**config.mk**
```make
export PLATFORM = sky130hd
export DESIGN_NAME = tff_timer_ctrl
export DESIGN_NICKNAME = d
export VERILOG_FILES = /design/src/rtl/tff_timer_ctrl.sv
export SDC_FILE = /design/constraint.sdc
export NUM_CORES = 1
export LEC_CHECK = 0
export BUFFER_PORTS_ARGS = -buffer_cell sky130_fd_sc_hd__buf_2
export CAP_MARGIN = 20
export CORE_AREA = 4 4 41 43
export CTS_CLUSTER_SIZE = 10
export DETAILED_ROUTE_END_ITERATION = 16
export DIE_AREA = 0 0 45 47
export GPL_ROUTABILITY_DRIVEN = 0
export PLACE_DENSITY = 0.63
export SLEW_MARGIN = 20
export SYNTH_ARGS = -nofsm -noshare
export SYNTH_HDL_FRONTEND = slang
export SYNTH_SLANG_ARGS = --single-unit
export TNS_END_PERCENT = 10
```
**constraint.sdc**
```tcl
create_clock -name clk -period 2.3 [get_ports clk]
set_input_delay 0.115 -clock clk [delete_from_list [all_inputs] [get_ports clk]]
set_output_delay 0.115 -clock clk [all_outputs]
set_load 0.005 [all_outputs]
```
**src/rtl/tff_timer_ctrl.sv**
```systemverilog
// tff_timer_ctrl
//   Sequencing controller for a synchronous T-FF up-counter. The controller clears
//   the counter and enables it until cnt_q reaches the terminal count (TC), then it
//   pulses done. It runs either one-shot or periodic, and it supports pause and stop.
//
//   Optional feature macro: TIMER_PRESCALE_EN. When this macro is defined, an
//   internal prescaler advances the counter only once every PRESCALE counting
//   cycles. When it is undefined, PRESCALE only sets the range check below.
//
// Ports
//   clk       rising-edge clock
//   reset_n   asynchronous active-low reset
//   start     start request pulse, honoured only in IDLE
//   stop      abort, highest priority in every state
//   pause     level input; freezes counting while a run is active
//   periodic  auto-restart after done, sampled in DONE
//   tc_we     load tc_din into the TC register, honoured only in IDLE
//   tc_din    terminal count to load
//   cnt_q     counter value fed back from the counter
//   cnt_en    counter enable
//   cnt_clr   counter synchronous clear
//   busy      high whenever the state is not IDLE
//   done      one-cycle pulse when the terminal count is reached
//   tc_out    current TC register
//
// state | meaning
// ------+---------------------------------------------------------
// IDLE  | waiting for start; TC register writable
// CLEAR | one cycle of cnt_clr, so the counter reads 0 in RUN
// RUN   | counting toward TC
// HOLD  | paused; counter and prescaler frozen
// DONE  | one-cycle done pulse, then restart or return to IDLE

module tff_timer_ctrl #(
    parameter int WIDTH    = 4,
    parameter int PRESCALE = 4
) (
    input  logic             clk,
    input  logic             reset_n,
    input  logic             start,
    input  logic             stop,
    input  logic             pause,
    input  logic             periodic,
    input  logic             tc_we,
    input  logic [WIDTH-1:0] tc_din,
    input  logic [WIDTH-1:0] cnt_q,
    output logic             cnt_en,
    output logic             cnt_clr,
    output logic             busy,
    output logic             done,
    output logic [WIDTH-1:0] tc_out
);

    if (PRESCALE < 1) begin : g_prescale_check
        $error("tff_timer_ctrl: PRESCALE must be at least 1");
    end

    typedef enum logic [2:0] {
        S_IDLE,
        S_CLEAR,
        S_RUN,
        S_HOLD,
        S_DONE
    } state_t;

    state_t           state_q, state_d;
    logic [WIDTH-1:0] tc_q, tc_d;
    logic             at_tc;
    logic             counting;
    logic             cnt_step;

    assign at_tc = (cnt_q >= tc_q);

    // A HOLD cycle that sees pause released counts like a RUN cycle. This makes
    // each paused cycle cost exactly one cycle of run time.
    assign counting = ((state_q == S_RUN) || (state_q == S_HOLD))
                      && !pause && !stop && !at_tc;

`ifdef TIMER_PRESCALE_EN
    localparam int PW = (PRESCALE > 1) ? $clog2(PRESCALE) : 1;
    localparam logic [PW-1:0] PRE_LAST = PW'(PRESCALE - 1);

    logic [PW-1:0] pre_q, pre_d;
    logic          pre_wrap;

    assign pre_wrap = (pre_q == PRE_LAST);
    assign cnt_step = counting && pre_wrap;

    always_comb begin
        pre_d = pre_q;
        if (state_q == S_CLEAR) begin
            pre_d = '0;
        end else if (counting) begin
            pre_d = pre_wrap ? '0 : pre_q + PW'(1);
        end
    end
`else
    assign cnt_step = counting;
`endif

    always_comb begin
        state_d = state_q;
        tc_d    = tc_q;
        case (state_q)
            S_IDLE: begin
                if (tc_we) begin
                    tc_d = tc_din;
                end
                if (start) begin
                    state_d = S_CLEAR;
                end
            end
            S_CLEAR: state_d = S_RUN;
            S_RUN: begin
                if (at_tc) begin
                    state_d = S_DONE;
                end else if (pause) begin
                    state_d = S_HOLD;
                end
            end
            S_HOLD: begin
                if (!pause) begin
                    state_d = S_RUN;
                end
            end
            S_DONE:  state_d = periodic ? S_CLEAR : S_IDLE;
            default: state_d = S_IDLE;
        endcase
        if (stop) begin
            state_d = S_IDLE;
        end
    end

    always_ff @(posedge clk or negedge reset_n) begin
        if (!reset_n) begin
            state_q <= S_IDLE;
            tc_q    <= '1;
`ifdef TIMER_PRESCALE_EN
            pre_q   <= '0;
`endif
        end else begin
            state_q <= state_d;
            tc_q    <= tc_d;
`ifdef TIMER_PRESCALE_EN
            pre_q   <= pre_d;
`endif
        end
    end

    // Outputs are decoded directly from the state. A stop suppresses both the
    // clear and the done pulse, so the counter keeps its value on an abort.
    assign cnt_en  = cnt_step;
    assign cnt_clr = (state_q == S_CLEAR) && !stop;
    assign busy    = (state_q != S_IDLE);
    assign done    = (state_q == S_DONE) && !stop;
    assign tc_out  = tc_q;

endmodule
```
==> key figures, run 1 <==
Synthesis
  • Post-synth cell types: 26
  • Top cells by area, synth: dfstp_2 (22%), dfrtp_1 (16%), ha_1 (10%)
  • Yosys top cell by area: dfstp_2
  • Main combinational cell family by area after synthesis: compound AO/OA/AOI/OAI gates
  • Synth Area in Compound Gates: 0.217
  • Main flop type after synthesis: dfstp_2
  • Yosys top cell area share: 0.219
  • Synth warn: 0
  • Mapped Area: 479 um^2
  • Avg Inst Size Synth: 9.40 um^2
  • Mux share of post-synthesis cell area: 0.0235
  • Sequential cell area fraction in the yosys report: 0.376
  • Async set-reset flop share out of synthesis: 1.00
  • Simple-gate share of the synthesized area: 0.193
  • Area share of fa/ha/maj cells after synthesis: 0.104
  • #FFs+latches synth: 7
  • XOR/XNOR Fraction of Synth Area: 0
  • Number of flops mapped to enable cells by yosys: 0
  • Mapped Cells: 51
  • Most common cell in the netlist: inv_1
  • Syn nets: 70

Critical path
  • Req. time, crit path: 2.18 ns
  • Critical Path Slowest Stage Cell: dfstp_2
  • Worst Path Arrival: 1.85 ns
  • Most frequent CP cell: inv_1
  • WP buf/inv: 3
  • Worst reg2reg setup slack: 0.38 ns
  • Critical-path maximum fanout: 3
  • R2R Path End: state_q[0]
  • R2r worst-path depth: 6
  • Critical path startpoint category: register
  • Setup crit end kind: output port
  • Top Family by Delay on Critical Path: flip-flops
  • Worst path max stage delay: 0.53 ns
  • Crit Path Class: reg2out
  • Reg-to-reg critical path startpoint: tc_out[1]
  • Crit-path cells: inv_1 -> ha_1 -> or3b_4 -> a211o_1 -> inv_1 -> buf_2

Clock tree
  • Clock sinks: 7
  • CTS clk-pin slew, worst paths: 0.05 ns
  • Clock Latency Late Sink: 0.25 ns
  • Root buffer cell: clkbuf_4
  • Resized cells post-CTS: 0
  • CTS tree: done
  • Postcts setup bufs: 0
  • CTS H-tree depth: 1
  • CTS Buf Count: 3
  • Clk buf depth: 2

Layout
  • Non-Filler Instances: 92
  • Area of the multi-input gates: 258 um^2
  • # nets final: 97
  • Area Overhead vs Synth: 32.1%
  • Reg area: 180 um^2
  • N_diodes: 0
  • Layout cells sized above 1: 0.442
  • Layout fillers: 129

STA
  • Fin Clk Skew: 0.00254 ns
  • Final setup fails: 0
  • RSZ-0062 raised after global routing: false
  • Final-report max-slew violation count: 0
  • Worst slew margin: 0.802
  • Final period util: 0.853
  • Final min period: 1.96 ns
  • Worst Tran Pin Value: 0.297 ns
  • Total negative slack: 0 ns
  • Final-report hold violation count: 0
  • Peak Freq: 0.510 GHz

Placement
  • Hpwl dp: 932 um
  • # placed instances: 87
  • IO Port Bufs: 22

Floorplan
  • Die area: 0.00212 mm^2
  • Die height: 47 um
  • Num rows: 13
  • CORE AREA: 0.00130 mm^2
  • Die Width: 45 um
  • Initial Utilization: 0.368
  • # IOs: 23

Pwr
  • Sequential power share: 0.351
  • Power Density: 1100 mW/mm^2
  • Leak Pwr: 0.000341 uW
  • Switching Share: 0.388
  • Combinational Power Share: 0.492
  • Sw power: 270 uW
  • Clock power frac: 0.157
  • VDD IR-drop max: 394 uV
  • Cell internal pwr: 426 uW
  • Total chip power: 696 uW

Detailed routing
  • Drt pass-1 iters: 3
  • Routed WL per cell: 11.9 um
  • Via density: 5.09
  • Routed WL: 1090 um
  • Antenna Violating Nets Remaining: 0
  • Drt drc: 0
  • 1st-iter DRT viols: 1
  • Vias post-DR: 468

GRT
  • GRT Total Usage: 0.124
  • Total gr overflow: 0
  • Vias in the first global route: 427
  • Largest net degree at the start of global routing: 11
  • First-pass GRT wire length: 1840 um
  • Initial antenna violation count: 0

Min path
  • HP Start: tc_din[3]
  • Hold EP: tc_out[3]
  • Worst hold path type: in2reg
  • Hold path depth: 3

Run
  • Max Cap Viol: 0

Outcome
  • Outcome: completed
==> worst max-delay path by stage <==
stage | start | endpoint | slack [ns] | cells past startpoint
6_report | tc_out[1] | cnt_en | 0.34 | 6
3_5_place_dp | tc_out[1] | state_q[0] | 0.39 | 6
4_1_cts | tc_out[1] | cnt_en | 0.32 | 6
3_3_place_gp | tc_out[0] | state_q[0] | 0.44 | 5
2_1_floorplan | tc_out[1] | state_q[0] | 0.49 | 6
5_1_grt | tc_out[1] | state_q[0] | 0.25 | 6
==> layout make-up <==
| type | count | share of cell area |
|---|---|---|
| multi-input combinational | 35 | 0.407 |
| sequential | 7 | 0.285 |
| timing repair buffer | 23 | 0.190 |
| inverter | 8 | 0.0474 |
| clock buffer | 4 | 0.0415 |
| tap | 15 | 0.0296 |
==> worst min-delay path, cell delays in order <==
cell     delay, ns
buf_2         0.07
nand2_1       0.03
o21ai_0       0.07
==> power by group through the flow <==
stage / clock [uW] / combinational, uW / sequential, uW
after floorplan: 0 / 234 / 238
after global placement: 0 / 338 / 245
after global routing: 123 / 390 / 254
after detailed placement: 0 / 347 / 247
final: 109 / 343 / 244
after CTS: 115 / 349 / 246
==> through the flow <==
step | area [um^2] | hold WS [ns] | utilization | setup WS (ns)
global placement | 597 | -0.0483 | 0.459 | 0.438
global route | 633 | 0.0989 | 0.487 | 0.251
floorplan | 479 | -0.181 | - | 0.490
CTS | 633 | 0.0819 | 0.487 | 0.322
detailed placement | 597 | -0.0415 | 0.459 | 0.386
finish | 633 | 0.0830 | 0.487 | 0.338
==> repair_timing <==
item,4_1_cts,5_1_grt
setup endpoints to repair,0,0
hold buffers,1,0
endpoints found under the hold margin,7,0
==> logic make-up (layout without fill, tap and decap cells) <==
| kind of cell | Yosys count | in the layout |
|---|---|---|
| AOI/OAI and AO/OA | 15 | 15 |
| DFF | 7 | 7 |
| and+or+nand+nor | 15 | 15 |
| buffers and inverters | 9 | 35 |
| adders and majority gates | 4 | 4 |
| muxes | 1 | 1 |
==> layout by cell type (no fill, tap or decap), types with 2 or more instances in the layout <==
cell and instances:
a21oi_1 4, buf_2 22, clkbuf_4 3, dfrtp_1 3
dfstp_2 4, ha_1 4, inv_1 8, nand2_1 4
nor3_1 2, o21ai_0 4
==> layer usage <==
layer	track usage	vias to the layer above	routed length (um)
li1	-	236	-
met4	0.0702	0	19
met2	0.209	21	480
met1	0.140	207	476
met5	0	-	0
met3	0.0383	4	117
==> state kept, by name, summed over array words and instances (netlist names) <==
name,flops
tc_out,4
state_q,3
Note: power is estimated with default switching activity, not from simulation.
==> inputs of run 2 (changes only) <==
--- a/config.mk
+++ b/config.mk
@@ -7,12 +7,12 @@
 export LEC_CHECK = 0
 export BUFFER_PORTS_ARGS = -buffer_cell sky130_fd_sc_hd__buf_2
 export CAP_MARGIN = 20
-export CORE_AREA = 4 4 41 43
+export CORE_MARGIN = 4
+export CORE_UTILIZATION = 30
 export CTS_CLUSTER_SIZE = 10
 export DETAILED_ROUTE_END_ITERATION = 16
-export DIE_AREA = 0 0 45 47
 export GPL_ROUTABILITY_DRIVEN = 0
-export PLACE_DENSITY = 0.63
+export PLACE_DENSITY = 0.54
 export SLEW_MARGIN = 20
 export SYNTH_ARGS = -nofsm -noshare
 export SYNTH_HDL_FRONTEND = slang
==> constraint.sdc (replaced) <==
create_clock -name clk -period 2.01 [get_ports clk]
set_input_delay 0.1005 -clock clk [delete_from_list [all_inputs] [get_ports clk]]
set_output_delay 0.1005 -clock clk [all_outputs]
set_load 0.005 [all_outputs]
==> run 2 against run 1 <==
Against the previous run:
- total power is 16% higher
- clock skew is 0.00085 ns lower
- largest power group unchanged
- largest cell class unchanged
- register-to-register slack worse by 0.23 ns
==> key figures, run 2 (synthesis results as in run 1) <==
Clock tree
  • CTS H-tree depth: 1
  • CTS clk-pin slew, worst paths: 0.05 ns
  • Clock Latency Late Sink: 0.25 ns
  • Clock sinks: 7
  • CTS tree: done
  • Clk buf depth: 2
  • Root buffer cell: clkbuf_4
  • CTS Buf Count: 3

Critical path
  • Crit Path Class: reg2out
  • Setup crit end kind: output port
  • R2r worst-path depth: 6
  • Worst Path Arrival: 1.85 ns
  • Reg-to-reg critical path startpoint: tc_out[1]
  • Critical-path maximum fanout: 3
  • Critical path startpoint category: register
  • Req. time, crit path: 1.91 ns
  • R2R Path End: state_q[0]
  • Worst reg2reg setup slack: 0.15 ns

GRT
  • Vias in the first global route: 412
  • Total gr overflow: 0
  • Initial antenna violation count: 0
  • Largest net degree at the start of global routing: 11
  • GRT Total Usage: 0.110
  • First-pass GRT wire length: 1730 um

Layout
  • Max FFs per register: 4
  • N_diodes: 0
  • Area Overhead vs Synth: 33.4%
  • Commonest non-fill, non-tap cell in the layout: buf_2
  • # nets final: 97
  • Finished Cell Area: 639 um^2
  • Commonest cells after routing, fill and taps aside: buf_2 (22), inv_1 (8)
  • Layout cells sized above 1: 0.455

STA
  • Fin Clk Skew: 0.00168 ns
  • Peak Freq: 0.512 GHz
  • Final setup fails: 0
  • Final-report max-slew violation count: 0
  • RSZ-0062 raised after global routing: true
  • Crit path setup slack, layout: 0.0586 ns
  • Worst Tran Pin Value: 0.307 ns
  • Worst slew margin: 0.795
  • Final-report hold violation count: 0
  • Final min period: 1.95 ns
  • Final period util: 0.971

Pwr
  • Leak Pwr: 0.000342 uW
  • Total chip power: 805 uW
  • VDD IR-drop max: 420 uV
  • Power Density: 1260 mW/mm^2

Floorplan
  • # IOs: 23
  • Die height: 48.0 um
  • Die Width: 48.0 um
  • Initial Utilization: 0.318
  • CORE AREA: 0.00151 mm^2
  • Die area: 0.00230 mm^2
  • Num rows: 14

Min path
  • Hold path depth: 3
  • Hold EP: tc_out[2]
  • HP Start: tc_din[2]
  • Worst hold path type: in2reg

Detailed routing
  • Via density: 4.97
  • Drt pass-1 iters: 4
  • Vias post-DR: 462
  • Drt drc: 0
  • 1st-iter DRT viols: 9
  • Routed WL: 1100 um
  • Routed WL per cell: 11.8 um
  • Antenna Violating Nets Remaining: 0

Run
  • Max Cap Viol: 0

Placement
  • IO Port Bufs: 22
  • Area after DPL: 598 um^2
  • Hpwl dp: 848 um
  • Worst slack at placement: 0.0884 ns

Outcome
  • Outcome: completed
-- run 2: per-stage QoR --
| stage | TNS, ns | utilization | cells | hold WS (ns) |
|---|---|---|---|---|
| global placement | 0 | 0.397 | 88 | -0.0600 |
| CTS | 0 | 0.421 | 93 | 0.0497 |
| finish | 0 | 0.424 | 93 | 0.0622 |
| global route | -0.0203 | 0.424 | 93 | 0.0926 |
| floorplan | 0 | - | 51 | -0.195 |
| detailed placement | 0 | 0.397 | 88 | -0.0642 |
-- run 2: final cells by class --
class	count	area, um^2
flip-flops and latches	7	180
well taps	16	20.0
multi-input cells	35	263
fillers	153	867
clock buffers	4	26.3
repair buffers	23	120
inverters	8	30.0
-- run 2: power by group --
part,internal [uW],total [uW],switching (uW)
sequential,228,282,53.7
combinational,190,399,209
clock,75.6,125,49.5
total,493,805,312
-- run 2: worst max path at each step --
stage	end	startpoint	slack [ns]
after floorplan	state_q[0]	tc_out[1]	0.20
after global placement	state_q[0]	tc_out[1]	0.15
after detailed placement	state_q[0]	tc_out[1]	0.09
after CTS	cnt_en	tc_out[0]	0.05
after global routing	cnt_en	tc_out[1]	-0.02
final	cnt_en	tc_out[1]	0.06
-- run 2: per-layer routing --
metal | track usage | part of all wire | vias up
met1 | 0.132 | 0.46 | 201
met2 | 0.172 | 0.43 | 24
met5 | 0 | 0 | -
met4 | 0.0269 | 0.0036 | 0
li1 | - | - | 235
met3 | 0.0602 | 0.10 | 2
-- run 2: critical path, cell delays in order (launching register included) --
cell,delay (ns)
dfstp_2,0.52
inv_1,0.05
ha_1,0.19
or3b_4,0.41
a211o_1,0.28
inv_1,0.06
buf_2,0.10
-- run 2: repair_timing --
item	CTS	global route
resized for setup	0	1
setup buffers	0	0
hold endpoints to repair	7	0
hold buffers	1	0
setup endpoints to repair	0	2
